$ cat src/rtl/mixer_pkg.sv
// Shared types and helpers for the TDM voice mixer.
// Accumulator sizing and signed saturation live here so sibling mixers agree.
package mixer_pkg;

    typedef enum logic [1:0] {IDLE, ACCUM, SCALE, OUT} mix_state_t;

    localparam int SAT_W = 64;

    function automatic int acc_width(input int num_voices, input int sample_w, input int gain_w);
        return sample_w + gain_w + 1 + $clog2(num_voices);
    endfunction

    function automatic int unity(input int w);
        return 1 << (w - 1);
    endfunction

    function automatic logic signed [SAT_W-1:0] sat_signed(input logic signed [SAT_W-1:0] value,
                                                           input int width);
        logic signed [SAT_W-1:0] one;
        logic signed [SAT_W-1:0] hi;
        logic signed [SAT_W-1:0] lo;
        one = {{(SAT_W-1){1'b0}}, 1'b1};
        hi  = (one <<< (width - 1)) - one;
        lo  = -(one <<< (width - 1));
        if (value > hi) begin
            return hi;
        end else if (value < lo) begin
            return lo;
        end
        return value;
    endfunction

endpackage

$ cat src/rtl/edge_sync_detect.sv
// Two-flop synchroniser for an asynchronous level, plus a one-cycle rising-edge pulse.
// Pulse appears two clocks after the input is first captured.
module edge_sync_detect (
    input  logic clk,
    input  logic reset,
    input  logic async_in,
    output logic rise_pulse
);

    logic sync1_q;
    logic sync2_q;
    logic prev_q;

    always_ff @(posedge clk) begin
        if (reset) begin
            sync1_q <= 1'b0;
            sync2_q <= 1'b0;
            prev_q  <= 1'b0;
        end else begin
            sync1_q <= async_in;
            sync2_q <= sync1_q;
            prev_q  <= sync2_q;
        end
    end

    assign rise_pulse = sync2_q & ~prev_q;

endmodule

$ cat src/rtl/voice_mixer_tdm.sv
// Time-multiplexed mixer: one voice MAC per cycle, master volume, saturation.
// Result valid NUM_VOICES+2 cycles after the LRCLK tick; ticks arriving while busy are dropped and flagged.
module voice_mixer_tdm
    import mixer_pkg::*;
#(
    parameter int NUM_VOICES = 8,
    parameter int SAMPLE_W   = 24,
    parameter int GAIN_W     = 8,
    parameter int MVOL_W     = 8
) (
    input  logic                           clk,
    input  logic                           reset,
    input  logic                           sample_clock,
    input  logic [NUM_VOICES*SAMPLE_W-1:0] voice_sample,
    input  logic [NUM_VOICES*GAIN_W-1:0]   voice_gain,
    input  logic [NUM_VOICES-1:0]          voice_enable,
    input  logic [MVOL_W-1:0]              master_vol,
    input  logic                           clr_flags,
    output logic [SAMPLE_W-1:0]            mixed_sample,
    output logic                           mixed_valid,
    output logic                           busy,
    output logic                           clip,
    output logic                           overrun
);

    localparam int ACC_W = acc_width(NUM_VOICES, SAMPLE_W, GAIN_W);
    localparam int SCL_W = ACC_W + MVOL_W + 1;
    localparam int IDX_W = (NUM_VOICES > 1) ? $clog2(NUM_VOICES) : 1;
    localparam logic [IDX_W-1:0] LAST_IDX = IDX_W'(NUM_VOICES - 1);

    logic tick;

    mix_state_t              state_q, state_d;
    logic [IDX_W-1:0]        idx_q, idx_d;
    logic signed [ACC_W-1:0] acc_q, acc_d;
    logic [SAMPLE_W-1:0]     mixed_sample_q, mixed_sample_d;
    logic                    mixed_valid_q, mixed_valid_d;
    logic                    clip_q, clip_d;
    logic                    overrun_q, overrun_d;

    logic [SAMPLE_W-1:0]     samp_q [NUM_VOICES];
    logic [SAMPLE_W-1:0]     samp_d [NUM_VOICES];
    logic [GAIN_W-1:0]       gain_q [NUM_VOICES];
    logic [GAIN_W-1:0]       gain_d [NUM_VOICES];
    logic [NUM_VOICES-1:0]   en_q, en_d;
    logic [MVOL_W-1:0]       mvol_q, mvol_d;

    logic signed [ACC_W-1:0] samp_ext, gain_ext, term, acc_sh;
    logic signed [SCL_W-1:0] acc_ext, mvol_ext, scaled;
    logic signed [SAT_W-1:0] scaled_wide, sat_val;

    edge_sync_detect u_lrclk_sync (
        .clk        (clk),
        .reset      (reset),
        .async_in   (sample_clock),
        .rise_pulse (tick)
    );

    always_comb begin
        state_d        = state_q;
        idx_d          = idx_q;
        acc_d          = acc_q;
        mixed_sample_d = mixed_sample_q;
        mixed_valid_d  = 1'b0;
        clip_d         = clip_q;
        overrun_d      = overrun_q;
        samp_d         = samp_q;
        gain_d         = gain_q;
        en_d           = en_q;
        mvol_d         = mvol_q;

        // Gain is zero-extended so the product is signed x unsigned.
        samp_ext = {{(ACC_W-SAMPLE_W){samp_q[idx_q][SAMPLE_W-1]}}, samp_q[idx_q]};
        gain_ext = {{(ACC_W-GAIN_W){1'b0}}, gain_q[idx_q]};
        term     = en_q[idx_q] ? samp_ext * gain_ext : '0;

        acc_sh      = acc_q >>> (GAIN_W - 1);
        acc_ext     = {{(SCL_W-ACC_W){acc_sh[ACC_W-1]}}, acc_sh};
        mvol_ext    = {{(SCL_W-MVOL_W){1'b0}}, mvol_q};
        scaled      = (acc_ext * mvol_ext) >>> (MVOL_W - 1);
        scaled_wide = {{(SAT_W-SCL_W){scaled[SCL_W-1]}}, scaled};
        sat_val     = sat_signed(scaled_wide, SAMPLE_W);

        // Clear first so a same-cycle set keeps the flag high.
        if (clr_flags) begin
            clip_d    = 1'b0;
            overrun_d = 1'b0;
        end
        if (tick && state_q != IDLE) begin
            overrun_d = 1'b1;
        end

        case (state_q)
            IDLE: begin
                if (tick) begin
                    for (int i = 0; i < NUM_VOICES; i++) begin
                        samp_d[i] = voice_sample[i*SAMPLE_W +: SAMPLE_W];
                        gain_d[i] = voice_gain[i*GAIN_W +: GAIN_W];
                    end
                    en_d    = voice_enable;
                    mvol_d  = master_vol;
                    acc_d   = '0;
                    idx_d   = '0;
                    state_d = ACCUM;
                end
            end
            ACCUM: begin
                acc_d = acc_q + term;
                idx_d = idx_q + IDX_W'(1);
                if (idx_q == LAST_IDX) begin
                    state_d = SCALE;
                end
            end
            // Scale and clamp are registered here so the result and its valid
            // pulse are both visible during the OUT cycle.
            SCALE: begin
                mixed_sample_d = sat_val[SAMPLE_W-1:0];
                mixed_valid_d  = 1'b1;
                if (sat_val != scaled_wide) begin
                    clip_d = 1'b1;
                end
                state_d = OUT;
            end
            OUT: begin
                state_d = IDLE;
            end
            default: begin
                state_d = IDLE;
            end
        endcase
    end

    always_ff @(posedge clk) begin
        if (reset) begin
            state_q        <= IDLE;
            idx_q          <= '0;
            acc_q          <= '0;
            mixed_sample_q <= '0;
            mixed_valid_q  <= 1'b0;
            clip_q         <= 1'b0;
            overrun_q      <= 1'b0;
        end else begin
            state_q        <= state_d;
            idx_q          <= idx_d;
            acc_q          <= acc_d;
            mixed_sample_q <= mixed_sample_d;
            mixed_valid_q  <= mixed_valid_d;
            clip_q         <= clip_d;
            overrun_q      <= overrun_d;
        end
    end

    // Frame snapshot is only consumed after a tick reloads it, so it needs no reset.
    always_ff @(posedge clk) begin
        samp_q <= samp_d;
        gain_q <= gain_d;
        en_q   <= en_d;
        mvol_q <= mvol_d;
    end

    assign mixed_sample = mixed_sample_q;
    assign mixed_valid  = mixed_valid_q;
    assign busy         = (state_q != IDLE);
    assign clip         = clip_q;
    assign overrun      = overrun_q;

endmodule
$ cat config.mk
export PLATFORM = sky130hd
export DESIGN_NAME = voice_mixer_tdm
export DESIGN_NICKNAME = d
export VERILOG_FILES = /design/src/rtl/mixer_pkg.sv /design/src/rtl/edge_sync_detect.sv /design/src/rtl/voice_mixer_tdm.sv
export SDC_FILE = /design/constraint.sdc
export NUM_CORES = 1
export LEC_CHECK = 0
export CAP_MARGIN = 20
export CORE_ASPECT_RATIO = 2
export CORE_MARGIN = 3
export CORE_UTILIZATION = 53
export DETAILED_ROUTE_END_ITERATION = 12
export PLACE_DENSITY = 0.8
export SETUP_SLACK_MARGIN = 0.1
export SLEW_MARGIN = 5
export SYNTH_ARGS = -nofsm -noshare
export SYNTH_HDL_FRONTEND = slang
export SYNTH_SLANG_ARGS = --single-unit
$ cat constraint.sdc
create_clock -name clk -period 14.9 [get_ports clk]
set_clock_uncertainty 0.15 [all_clocks]
set_input_delay 1.49 -clock clk [delete_from_list [all_inputs] [get_ports clk]]
set_output_delay 1.49 -clock clk [all_outputs]
set_load 0.01 [all_outputs]
==> impl.org <==
** Status
- Result of the run :: completed

** Clock tree
- Worst-path clk slew :: 0.08 ns
- TritonCTS built the clock tree.
- Source-to-sink clock delay at the later pin of the worst-skew pair :: 0.61 ns
- In this run, post-CTS repair resized a total of 0 instances.
- CTS Buffer Depth :: 3
- The number of hold buffers added after CTS was 0.
- Buffers added to address setup during post-CTS repair amount to 0.
- Number of sinks handled by clock tree synthesis :: 343
- H-tree levels :: 1
- Number of buffers created by CTS :: 31
- Root buf cell :: clkbuf_16

** Final layout
- For this run, the post-layout net count is 3723.
- Final-layout fill cell count :: 4243
- Relative to the synthesized area, the layout overhead comes to 16.3%.
- Of the cells placed in the final design, the portion with a size suffix greater than 1 is 0.0661.

** Detailed routing
- Remaining antenna violation count :: 0
- The first routing iteration left 1088 violations.
- The final layout contains routed wiring with a total length of 71400 µm.
- Using the TritonRoute via totals, the vias-per-cell ratio works out to 5.63.
- Number of detailed-route iterations in the first pass :: 5
- In the routed design, unresolved DRC markers number 0.
- Vias after detailed routing :: 20500
- In the final routed layout, each cell accounts on average for 19.6 µm.

** GRT
- Maximum number of pins on one net before global-route repair :: 200
- The initial antenna violation count was 2.
- Vias in the first global route :: 23000
- Remaining global-route overflow :: 0
- Global route hottest layer :: met2
- Global routing usage on met2 :: 0.494
- Global-route wire length before repair :: 115000 µm
- In the global route stage, met3 resource usage came out at 0.0321.
- Met1 usage in global routing :: 0.247
- Total routing usage reported by global routing :: 0.252

** Critical path
- Capture point of the worst reg-to-reg path :: acc_q[35]
- Largest fanout on the critical path :: 37
- Startpoint of the lowest-slack register-to-register path :: idx_q[0]
- Startpoint of the most critical setup path :: idx_q[0]
- STA puts the critical path data required time at 15.25 ns.
- STA puts the critical path data arrival time at 10.72 ns.
- Reg2Reg Depth :: 33
- Kind of critical path :: reg2reg
- Critical Path Source Type :: flip-flop
- For flop-to-flop paths, the worst setup slack is 4.53 ns.
- Largest stage delay on the critical path :: 0.74 ns
- The slowest stage of the critical path is the dfxtp_4 cell.
- The worst setup path is captured at a flip-flop.

** STA
- Part of the cycle the worst path needs :: 0.696
- Subtracting the final worst setup slack from the clock period gives 10.37 ns.
- Count of final hold-check violations :: 0
- For this run, the top clock speed supported by timing is 96.5 MHz.
- Relative max-transition margin :: 0.242
- The max-slew violation total from the final report is 0.
- In the final timing run, aggregate negative setup slack is 0 ns.
- At the pin with the least slew margin, the transition time is 1.14 ns.
- Setup violations remaining at the end of the flow were counted as 0.
- Setup repair after global routing left no endpoint under its margin.

** Worst hold path
- Hold Path Stages :: 1
- HP Class :: reg2reg
- Hold worst-path end :: u_lrclk_sync.sync2_q
- The worst hold path begins at u_lrclk_sync.sync1_q.

** Synth
- Of all flip-flops after synthesis, the portion carrying an async set or reset was 0.
- Area share of the leading cell type in the synthesized netlist :: 0.280
- Sorting the synthesized cells by area gives the leading types as edfxtp_1 28%, fa_1 23%, ha_1 7.6%.
- After synthesis, the netlist uses 77 different library cells.
- For this run, the number of Yosys warnings is 0.
- Yosys mapped a number of flops with a built-in enable equal to 272.
- Summing every instance area after synthesis gives 29200 µm².
- Of the synthesized area, sequential elements account for 0.329.
- Cells after synthesis :: 2685
- Counting every net in the synthesized netlist gives 3469.
- Top flip-flop cell by instance count after synthesis :: edfxtp_1
- Synthesis-stage register bit count :: 343
- Each instance of the synthesized netlist takes up on average 10.9 µm².
- Library cell occupying the most area in the post-synthesis netlist :: edfxtp_1

** Die
- The floorplan has 121 rows.
- Area of the core :: 54500 µm²
- Die height :: 338 µm
- For this design the top-level I/O count stands at 304.
- Die width :: 172 µm
- Die area :: 58100 µm²
- The initial utilization of the core area, before any placement, comes to 0.536.

** Flow run
- The tool flagged a number of max-cap violations equal to 0.

** Placed design
- The congestion estimate from routability-driven global placement came to 0.930.
- Port buffering added 303 buffers.
- After legalization and detailed placement, the total HPWL measured 57400 µm.
## cell usage in the layout (no fill, tap or decap), types with 6 or more instances in the layout
master / count
a211oi_1: 14
a21o_1: 47
a21oi_1: 100
a221oi_2: 20
a22oi_1: 19
a31oi_1: 8
a32oi_1: 6
and2_1: 125
and3_1: 11
and4_1: 6
buf_4: 15
clkbuf_16: 31
clkdlybuf4s50_1: 302
clkinv_1: 7
dfxtp_1: 68
edfxtp_1: 272
fa_1: 330
ha_1: 178
inv_1: 475
mux2_2: 12
mux2i_1: 22
mux4_2: 66
nand2_1: 260
nand2b_1: 32
nand3_1: 16
nand4_1: 12
nor2_1: 174
nor2b_1: 24
nor3_1: 21
nor3b_1: 7
o211ai_1: 6
o21a_1: 13
o21ai_0: 53
o21bai_1: 9
or2_2: 6
xnor2_1: 47
xor2_1: 31
## cells in the mapped netlist (13+ instances only)
cell        n
a21oi_1   101
o21a_1     13
a211oi_1   14
xnor2_1    47
dfxtp_1    71
buf_1      13
inv_1     475
o21ai_0    53
nand2_1   260
nor2b_1    24
edfxtp_1  272
nand2b_1   32
nor3_1     21
nor2_1    175
a22oi_1    19
mux2i_1    26
ha_1      178
fa_1      330
mux4_2     66
clkbuf_1   82
a21o_1     47
and2_1    125
a221oi_2   20
nand3_1    16
xor2_1     31
## worst max-delay path by stage
stage / endpoint / slack (ns) / cells after the start
finish: acc_q[35] / 4.53 / 33
global route: acc_q[35] / 3.73 / 33
CTS: acc_q[35] / 4.52 / 33
detailed placement: acc_q[35] / 4.57 / 33
global placement: acc_q[35] / 4.84 / 33
floorplan: acc_q[22] / 4.75 / 9
## routing by layer
metal	share of wire	wire length [µm]
met5	0	0
met4	0.065	4650
met3	0.040	2840
met2	0.57	40400
met1	0.33	23500
## final cells by class
class / count / area, µm² / share of cell area
diodes: 2 / 5.00 / 0.000147
clock buffers: 32 / 779 / 0.0230
clock inverters: 25 / 236 / 0.00697
flip-flops and latches: 343 / 9600 / 0.283
inverters: 476 / 1790 / 0.0527
well taps: 676 / 846 / 0.0249
multi-input cells: 1765 / 17400 / 0.514
repair buffers: 322 / 3240 / 0.0956
## kinds of logic (layout without fill, tap and decap cells)
kind of cell	Yosys count	in the layout	share of synthesized area
and+or+nand+nor	717	717	0.117
AOI/OAI and AO/OA	357	357	0.0882
adders and majority gates	508	508	0.303
other	0	2	0
muxes	104	104	0.0645
buffers and inverters	577	855	0.0751
DFF	343	343	0.329
xor gates and xnor gates	79	79	0.0240
## sequential cells by signal (all words and copies together), names as in the netlist
signal and cells:
acc_q 36, clip 1, en_q 8, gain_q 64, idx_q 3, mixed_sample 24
mixed_valid 1, mvol_q 8, overrun 1, samp_q 192, state_q 2, u_lrclk_sync.prev_q 1
u_lrclk_sync.sync1_q 1, u_lrclk_sync.sync2_q 1
## per-stage QoR
step / setup slack (ns) / std cells / util / hold WS [ns] / instance area [µm²]
finish: 4.53 / 3641 / 0.623 / 0.294 / 33900
global route: 3.73 / 3641 / 0.623 / 0.317 / 33900
CTS: 4.52 / 3636 / 0.621 / 0.296 / 33800
detailed placement: 4.57 / 3579 / 0.602 / 0.282 / 32800
global placement: 4.84 / 3579 / 0.602 / 0.275 / 32800
floorplan: 4.75 / 2685 / - / 0.264 / 29200
## critical path, delay by kind of cell (launching register included)
kind,cells,cell delay [ns]
AOI/OAI and AO/OA,11,3.12
xor gates and xnor gates,2,0.38
adders and majority gates,6,2.41
buffers and inverters,4,0.84
DFF,1,0.74
muxes,2,1.11
and+or+nand+nor,8,1.40
Power is left out: the tool's default activity adds up to more than one toggle a clock period on the data nets, which glitch-free logic cannot reach.
